==> src/rtl/alu_result_writeback_pkg.sv <==
// Shared constants for the ALU result writeback stage: word width, ALU control codes,
// register-file write-target encodings and the writeback FSM state type.
package alu_result_writeback_pkg;

  localparam int unsigned WIDTH = 32;

  localparam logic [4:0] OP_AND = 5'b00001;
  localparam logic [4:0] OP_OR  = 5'b00010;
  localparam logic [4:0] OP_ADD = 5'b00011;
  localparam logic [4:0] OP_SUB = 5'b00100;
  localparam logic [4:0] OP_SHR = 5'b00101;
  localparam logic [4:0] OP_SHL = 5'b00110;
  localparam logic [4:0] OP_MUL = 5'b01111;
  localparam logic [4:0] OP_DIV = 5'b10000;
  localparam logic [4:0] OP_NOP = 5'b11111;

  localparam logic [1:0] WB_RD = 2'd0;
  localparam logic [1:0] WB_LO = 2'd1;
  localparam logic [1:0] WB_HI = 2'd2;

  typedef enum logic [1:0] {
    StIdle,
    StWb1,
    StWb2,
    StDone
  } wb_state_e;

  // MUL/DIV produce a full 64-bit result that lands in LO then HI.
  function automatic logic is_two_write(input logic [4:0] op);
    return (op == OP_MUL) || (op == OP_DIV);
  endfunction

endpackage

==> src/rtl/alu_result_writeback_z_reg64.sv <==
// Split Z register (ZHI/ZLO) with load enable and synchronous active-low clear.
module alu_result_writeback_z_reg64 #(
  parameter int unsigned Width = 32
) (
  input  logic               clk_i,
  input  logic               clr_ni,
  input  logic               load_i,
  input  logic [2*Width-1:0] d_i,
  output logic [Width-1:0]   z_hi_o,
  output logic [Width-1:0]   z_lo_o
);

  logic [Width-1:0] z_hi_q, z_hi_d;
  logic [Width-1:0] z_lo_q, z_lo_d;

  always_comb begin
    z_hi_d = z_hi_q;
    z_lo_d = z_lo_q;
    if (load_i) begin
      z_hi_d = d_i[2*Width-1:Width];
      z_lo_d = d_i[Width-1:0];
    end
  end

  always_ff @(posedge clk_i) begin
    if (!clr_ni) begin
      z_hi_q <= '0;
      z_lo_q <= '0;
    end else begin
      z_hi_q <= z_hi_d;
      z_lo_q <= z_lo_d;
    end
  end

  assign z_hi_o = z_hi_q;
  assign z_lo_o = z_lo_q;

endmodule

==> src/rtl/alu_result_writeback.sv <==
// Captures the 64-bit ALU result into Z and sequences one (ALU op) or two (MUL/DIV)
// register-file writes over a valid/ready port; also produces the N/Z branch flags.
module alu_result_writeback
  import alu_result_writeback_pkg::*;
(
  input  logic               clk_i,
  input  logic               clr_ni,
  input  logic               start_i,
  input  logic [4:0]         alu_ctrl_i,
  input  logic [2*WIDTH-1:0] alu_result_i,
  input  logic               wb_ready_i,
  output logic               wb_valid_o,
  output logic [1:0]         wb_sel_o,
  output logic [WIDTH-1:0]   wb_data_o,
  output logic               busy_o,
  output logic               done_o,
  output logic [WIDTH-1:0]   z_hi_o,
  output logic [WIDTH-1:0]   z_lo_o,
  output logic               flag_n_o,
  output logic               flag_z_o,
  output logic               overrun_o
);

  wb_state_e  state_q;
  logic [4:0] op_q;
  logic       wb_valid_q;
  logic [1:0] wb_sel_q;
  logic       busy_q;
  logic       done_q;
  logic       flag_n_q;
  logic       flag_z_q;
  logic       overrun_q;
  logic       capture;
  logic [WIDTH-1:0] z_hi, z_lo;

  assign capture = (state_q == StIdle) && start_i;

  alu_result_writeback_z_reg64 #(
    .Width (WIDTH)
  ) u_z_reg (
    .clk_i  (clk_i),
    .clr_ni (clr_ni),
    .load_i (capture),
    .d_i    (alu_result_i),
    .z_hi_o (z_hi),
    .z_lo_o (z_lo)
  );

  always_ff @(posedge clk_i) begin
    if (!clr_ni) begin
      state_q    <= StIdle;
      op_q       <= '0;
      wb_valid_q <= 1'b0;
      wb_sel_q   <= WB_RD;
      busy_q     <= 1'b0;
      done_q     <= 1'b0;
      flag_n_q   <= 1'b0;
      flag_z_q   <= 1'b0;
      overrun_q  <= 1'b0;
    end else begin
      if (start_i && (state_q != StIdle)) begin
        overrun_q <= 1'b1;
      end
      unique case (state_q)
        StIdle: begin
          if (start_i) begin
            op_q     <= alu_ctrl_i;
            flag_n_q <= alu_result_i[WIDTH-1];
            flag_z_q <= (alu_result_i[WIDTH-1:0] == '0);
            busy_q   <= 1'b1;
            if (alu_ctrl_i == OP_NOP) begin
              state_q <= StDone;
              done_q  <= 1'b1;
            end else begin
              state_q    <= StWb1;
              wb_valid_q <= 1'b1;
              wb_sel_q   <= is_two_write(alu_ctrl_i) ? WB_LO : WB_RD;
            end
          end
        end
        StWb1: begin
          if (wb_ready_i) begin
            if (is_two_write(op_q)) begin
              state_q  <= StWb2;
              wb_sel_q <= WB_HI;
            end else begin
              state_q    <= StDone;
              wb_valid_q <= 1'b0;
              wb_sel_q   <= WB_RD;
              done_q     <= 1'b1;
            end
          end
        end
        StWb2: begin
          if (wb_ready_i) begin
            state_q    <= StDone;
            wb_valid_q <= 1'b0;
            wb_sel_q   <= WB_RD;
            done_q     <= 1'b1;
          end
        end
        StDone: begin
          state_q <= StIdle;
          busy_q  <= 1'b0;
          done_q  <= 1'b0;
        end
        default: state_q <= StIdle;
      endcase
    end
  end

  assign wb_valid_o = wb_valid_q;
  assign wb_sel_o   = wb_sel_q;
  assign wb_data_o  = !wb_valid_q ? '0 : ((state_q == StWb2) ? z_hi : z_lo);
  assign busy_o     = busy_q;
  assign done_o     = done_q;
  assign z_hi_o     = z_hi;
  assign z_lo_o     = z_lo;
  assign flag_n_o   = flag_n_q;
  assign flag_z_o   = flag_z_q;
  assign overrun_o  = overrun_q;

endmodule
==> config.mk <==
export PLATFORM = sky130hd
export DESIGN_NAME = alu_result_writeback
export DESIGN_NICKNAME = d
export VERILOG_FILES = /design/src/rtl/alu_result_writeback_pkg.sv /design/src/rtl/alu_result_writeback_z_reg64.sv /design/src/rtl/alu_result_writeback.sv
export SDC_FILE = /design/constraint.sdc
export NUM_CORES = 1
export LEC_CHECK = 0
export ABC_AREA = 1
export BUFFER_PORTS_ARGS = -buffer_cell sky130_fd_sc_hd__buf_2
export CAP_MARGIN = 20
export CORE_MARGIN = 2
export CORE_UTILIZATION = 46
export DETAILED_ROUTE_END_ITERATION = 6
export PLACE_DENSITY = 0.83
export SYNTH_ARGS = -nofsm -noshare
export SYNTH_HDL_FRONTEND = slang
export SYNTH_SLANG_ARGS = --single-unit
==> constraint.sdc <==
create_clock -name clk_i -period 1.6 [get_ports clk_i]
set_input_delay 0.24 -clock clk_i [delete_from_list [all_inputs] [get_ports clk_i]]
set_output_delay 0.24 -clock clk_i [all_outputs]
set_load 0.02 [all_outputs]
---- Yosys cells after proc, flatten, opt, wreduce, memory -nomap -nowiden ----
Cells that the tools add are included.
operators by class
  eq/ne operators ......................... 14
  multiplexer cells ....................... 29
  reductions and logical operators ........ 15
operators by type and width
  cell                                                                     count
  32-bit two-way mux                                                       2
  32-bit zero test                                                         1
  2-bit two-way mux                                                        9
  5-bit equality test, second input constant                               3
  1-bit two-way mux                                                        13
  5-bit by 4-bit equality test with 1-bit output, second input constant    2
  2-bit inequality test, second input constant                             5
  5-bit AND reduction                                                      2
  2-bit case mux with 4 select lines                                       1
  2-bit case mux with 3 select lines                                       1
  6-bit AND reduction                                                      1
  2-bit equality test, second input constant                               2
  1-bit case mux with 4 select lines                                       1
  2-bit AND reduction                                                      2
  2-bit nonzero test                                                       2
  1-bit case mux with 3 select lines                                       1
  3-bit AND reduction                                                      1
  3-bit nonzero test                                                       1
  2-bit by 1-bit equality test with 1-bit output, second input constant    1
  1-bit logical AND                                                        2
  2-bit zero test                                                          1
  1-bit logical OR                                                         2
  2-bit by 1-bit inequality test with 1-bit output, second input constant  1
  1-bit case mux with 2 select lines                                       1
word-level totals
  flip-flop bits (word level) ............. 79
  input port bits ......................... 73
  output and inout bits ................... 104
  logic and storage cells ................. 69

---- Longest topological paths before layout ----
  depth after elaboration ................. 6
  gate-level depth with buffers ........... 8
  depth with buffers taken out ............ 8

---- By module ----
A second synthesis with hierarchy kept.
second synthesis, totals
  cell total of the unflattened synthesis .. 646
  area total of the unflattened synthesis .. 4008.8 um^2
by module, submodules not included
  module                        instances  cells each  area each (um^2)  seq. area each (um^2)
  alu_result_writeback_z_reg64  1          405         2670.1            1281.2
  alu_result_writeback          1          241         1338.8            300.3

---- Worst setup path after synthesis ----
No wires, ideal clock.
  path type ............................... register -> output
  from .................................... reg state_q[0]
  to ...................................... out wb_data_o[10]
  data arrival time ....................... 1364 ps
  path slack .............................. -4 ps
  cell stages (with the launch flop) ...... 7
  path buffers ............................ 1
  cell sequence ........................... dfxtp_1 > inv_1 > ha_1 > inv_1 > buf_2 > nor2_1 > nor2_1
between the ends
  word-level cells in the longest chain between the ends .. 3
RTL lines
  item                              line                         text
  start: declaration                alu_result_writeback.sv:24   wb_state_e state_q;
  start signal: assignment          alu_result_writeback.sv:51   state_q <= StIdle;
  start signal: assignment          alu_result_writeback.sv:72   state_q <= StDone;
  start signal: assignment          alu_result_writeback.sv:75   state_q <= StWb1;
  2-bit equality test               alu_result_writeback.sv:114  assign wb_data_o = !wb_valid_q ? '0 : ((state_q == StWb2) ? z_hi : z_lo);
  32-bit two-way mux (2 in series)  alu_result_writeback.sv:114
  end: declaration                  alu_result_writeback.sv:14   output logic [WIDTH-1:0] wb_data_o,
Every way passes these cells.

---- Worst setup path in the final report ----
  from .................................... reg state_q[0]
  to ...................................... out wb_data_o[31]
Same word-level chain as after synthesis.

==> impl_metrics.toml <==
[run_status]
status = "complete, but fails checks"
violations = "setup timing"

[routing]
drc_errors = 0
antenna_left = 0
drtIter0Drc = 224
vias = 4074
drt-total-wl_um = 11500
detail_route.wl_per_cell_um = 14.6
dr.pass1.iters = 4
via_per_inst = 5.19

[placement]
globalplace.congestion = 0.943
dp_slack_ns = 0.0268
place_area_mm2 = 0.00453
dp_hpwl_um = 7900
io_buffers = 176

[global_routing]
grt_pass1_wl_um = 17300
grt_pass1_vias = 3638
antenna_found_initial = 0
grt_start_max_net_pins = 60
grt_use_total = 0.256
grt_overflow_total = 0

[layout]
layout_common_cells = "nor2_1 (156), buf_2 (144), dfxtp_1 (76)"
finalInstanceArea_mm2 = 0.00511
final_common_cell = "nor2_1"
fin_util = 0.701
area_growth_syn_to_layout_pct = 46.1
drive_above_1_share = 0.407
nets = 759
n_antenna_cell = 0
fill_cells = 594

[power_and_ir_drop]
pwr-share-seq = 0.312
p_sw_mw = 4.55
clkPwrFrac = 0.156
p_leak_nw = 2.52
power.total_mw = 10.0
p_per_area_mw_per_mm2 = 1960
internal_power_mw = 5.49
p_comb_frac = 0.533
swShare = 0.453
peakVddDrop_v = 0.00112

[timing]
rsz0062_at_grt = "yes"
fin_crit_sh = 1.11
final.setup.tns_ns = -3.82
setup_viol = 32
finalHoldViolCount = 0
fmax_mhz = 565
timing.final.ws_setup_ns = -0.170
fin_crit_ns = 1.77
finClkSkew_ns = 0.00332
slew_violations = 0
relSlewSlack = 0.806
worstMarginPinSlew_ns = 0.290

[worst_setup_path]
slowest_delay_ns = 0.34
cp_cell_sequence = "inv_2, ha_4, buf_12, o21ai_0, nor2_2, buf_4"
cp-start-kind = "flop"
critical_path.endpoint_type = "primary output"
worstPathRequired_ns = 1.36
cp_max_fo = 19
worstSetupPathType = "reg -> out"
slowest_stage = "dfxtp_2"
arrival_ns = 1.53

[logic_synthesis]
syn_avg_cell_area_um2 = 6.85
synth_nets = 589
synthCells = 511
synth-seq-area-share = 0.446
netlist_area_mm2 = 0.00350
ys_types = 23
yosysWarnings = 0
ys_seq_elements = 78

[min_path]
hold_class = "in -> reg"

[run]
drv_cap = 0

[floorplanning]
die_h_um = 91.2
row_count = 31
die_w_um = 91.2
initial_core_util = 0.480
dieArea_mm2 = 0.00832
coreArea_mm2 = 0.00729
io_pins = 177

[clocking]
clk_path_buf_depth = 2
cts_max_level = 3
cts.sinks = 78
path_clk_slew_ns = 0.08
cts_buffers = 9
insertion_delay_ns = 0.34
cts_tree = "done"
cts_root_buf = "clkbuf_8"
-- metal layers --
layer  share of wire  global-route usage  routed length (um)  vias up
met5               0                   0                   0        -
met4           0.021              0.0960                 240        0
met3           0.082              0.0407                 944       22
met2            0.51               0.428                5850      215
met1            0.39               0.333                4460     1860
li1                -                   -                   -     1977
-- repair_timing --
action,4_1_cts,5_1_grt
endpoints found under the hold margin,0,0
resized for setup,53,65
setup endpoints to repair,32,79
gates cloned,1,2
pin swaps,2,1
buffers inserted,2,0
hold buffers,0,0
-- worst paths after layout --
path / startpoint / end / slack (ns) / cells after the start
worst min-delay path: alu_result_i[43] / u_z_reg.z_hi_o[11]$_SDFFE_PN0P_ / 0.14 / 3
worst min register to register: overrun_o$_SDFFE_PN0P_ / overrun_o$_SDFFE_PN0P_ / 0.48 / 2
worst max-delay path: state_q[0]$_SDFFE_PN0P_ / wb_data_o[31] / -0.17 / 6
worst max register to register: state_q[0]$_SDFFE_PN0P_ / flag_z_o$_SDFFE_PN0P_ / 0.04 / 9
-- stage by stage --
stage          hold WS (ns)  instances
2_1_floorplan         0.385        511
3_3_place_gp          0.456        764
3_5_place_dp          0.459        764
4_1_cts               0.128        783
5_1_grt               0.143        785
6_report              0.138        785
-- Yosys cell counts (all sizes together) --
cell,n,area (um^2)
nand3,12,65.1
nor3,1,5.00
or2,1,6.26
o21ai,106,531
nor2,210,796
ha,5,62.6
o211ai,1,7.51
dfxtp,78,1560
clkbuf,16,60.1
inv,22,82.6
o21bai,1,11.3
nand2,21,81.3
nand4,1,6.26
buf,17,129
a21oi,19,95.1
-- worst max-delay path: cells and delay by family (launching register included) --
family | cells | cell delay (ns)
adders and majority gates | 1 | 0.19
and+or+nand+nor | 1 | 0.05
AOI/OAI and AO/OA | 1 | 0.24
DFF | 1 | 0.34
buffers and inverters | 3 | 0.36
-- registers in the layout (all words and copies together), names as in the netlist --
name / flops
overrun_o: 1
wb_valid_o: 1
op_q: 5
u_z_reg.z_hi_o: 32
state_q: 2
busy_o: 1
wb_sel_o: 2
u_z_reg.z_lo_o: 32
done_o: 1
flag_z_o: 1
-- cell type report --
class	count	area [um^2]	share of cell area
clock buffers	10	128	0.0250
inverters	22	90.1	0.0176
well taps	99	124	0.0242
clock inverters	6	86.3	0.0169
flip-flops and latches	78	1560	0.306
multi-input cells	378	1870	0.367
repair buffers	192	1250	0.244
-- cells by family after synthesis --
kind of cell	after synthesis	share of synthesized area
AOI/OAI and AO/OA	127	0.184
adders and majority gates	5	0.0179
buffers and inverters	55	0.0776
DFF	78	0.446
and+or+nand+nor	246	0.274
-- power by group through the flow --
| stage | registers (mW) | clock network, mW | logic [mW] |
|---|---|---|---|
| after floorplan | 3.66 | 0 | 2.44 |
| after global placement | 3.04 | 0 | 4.41 |
| after detailed placement | 3.08 | 0 | 4.49 |
| after CTS | 3.07 | 1.60 | 4.85 |
| after global routing | 3.20 | 1.69 | 5.79 |
| final | 3.13 | 1.56 | 5.35 |
(Power assumes the default switching activity.)
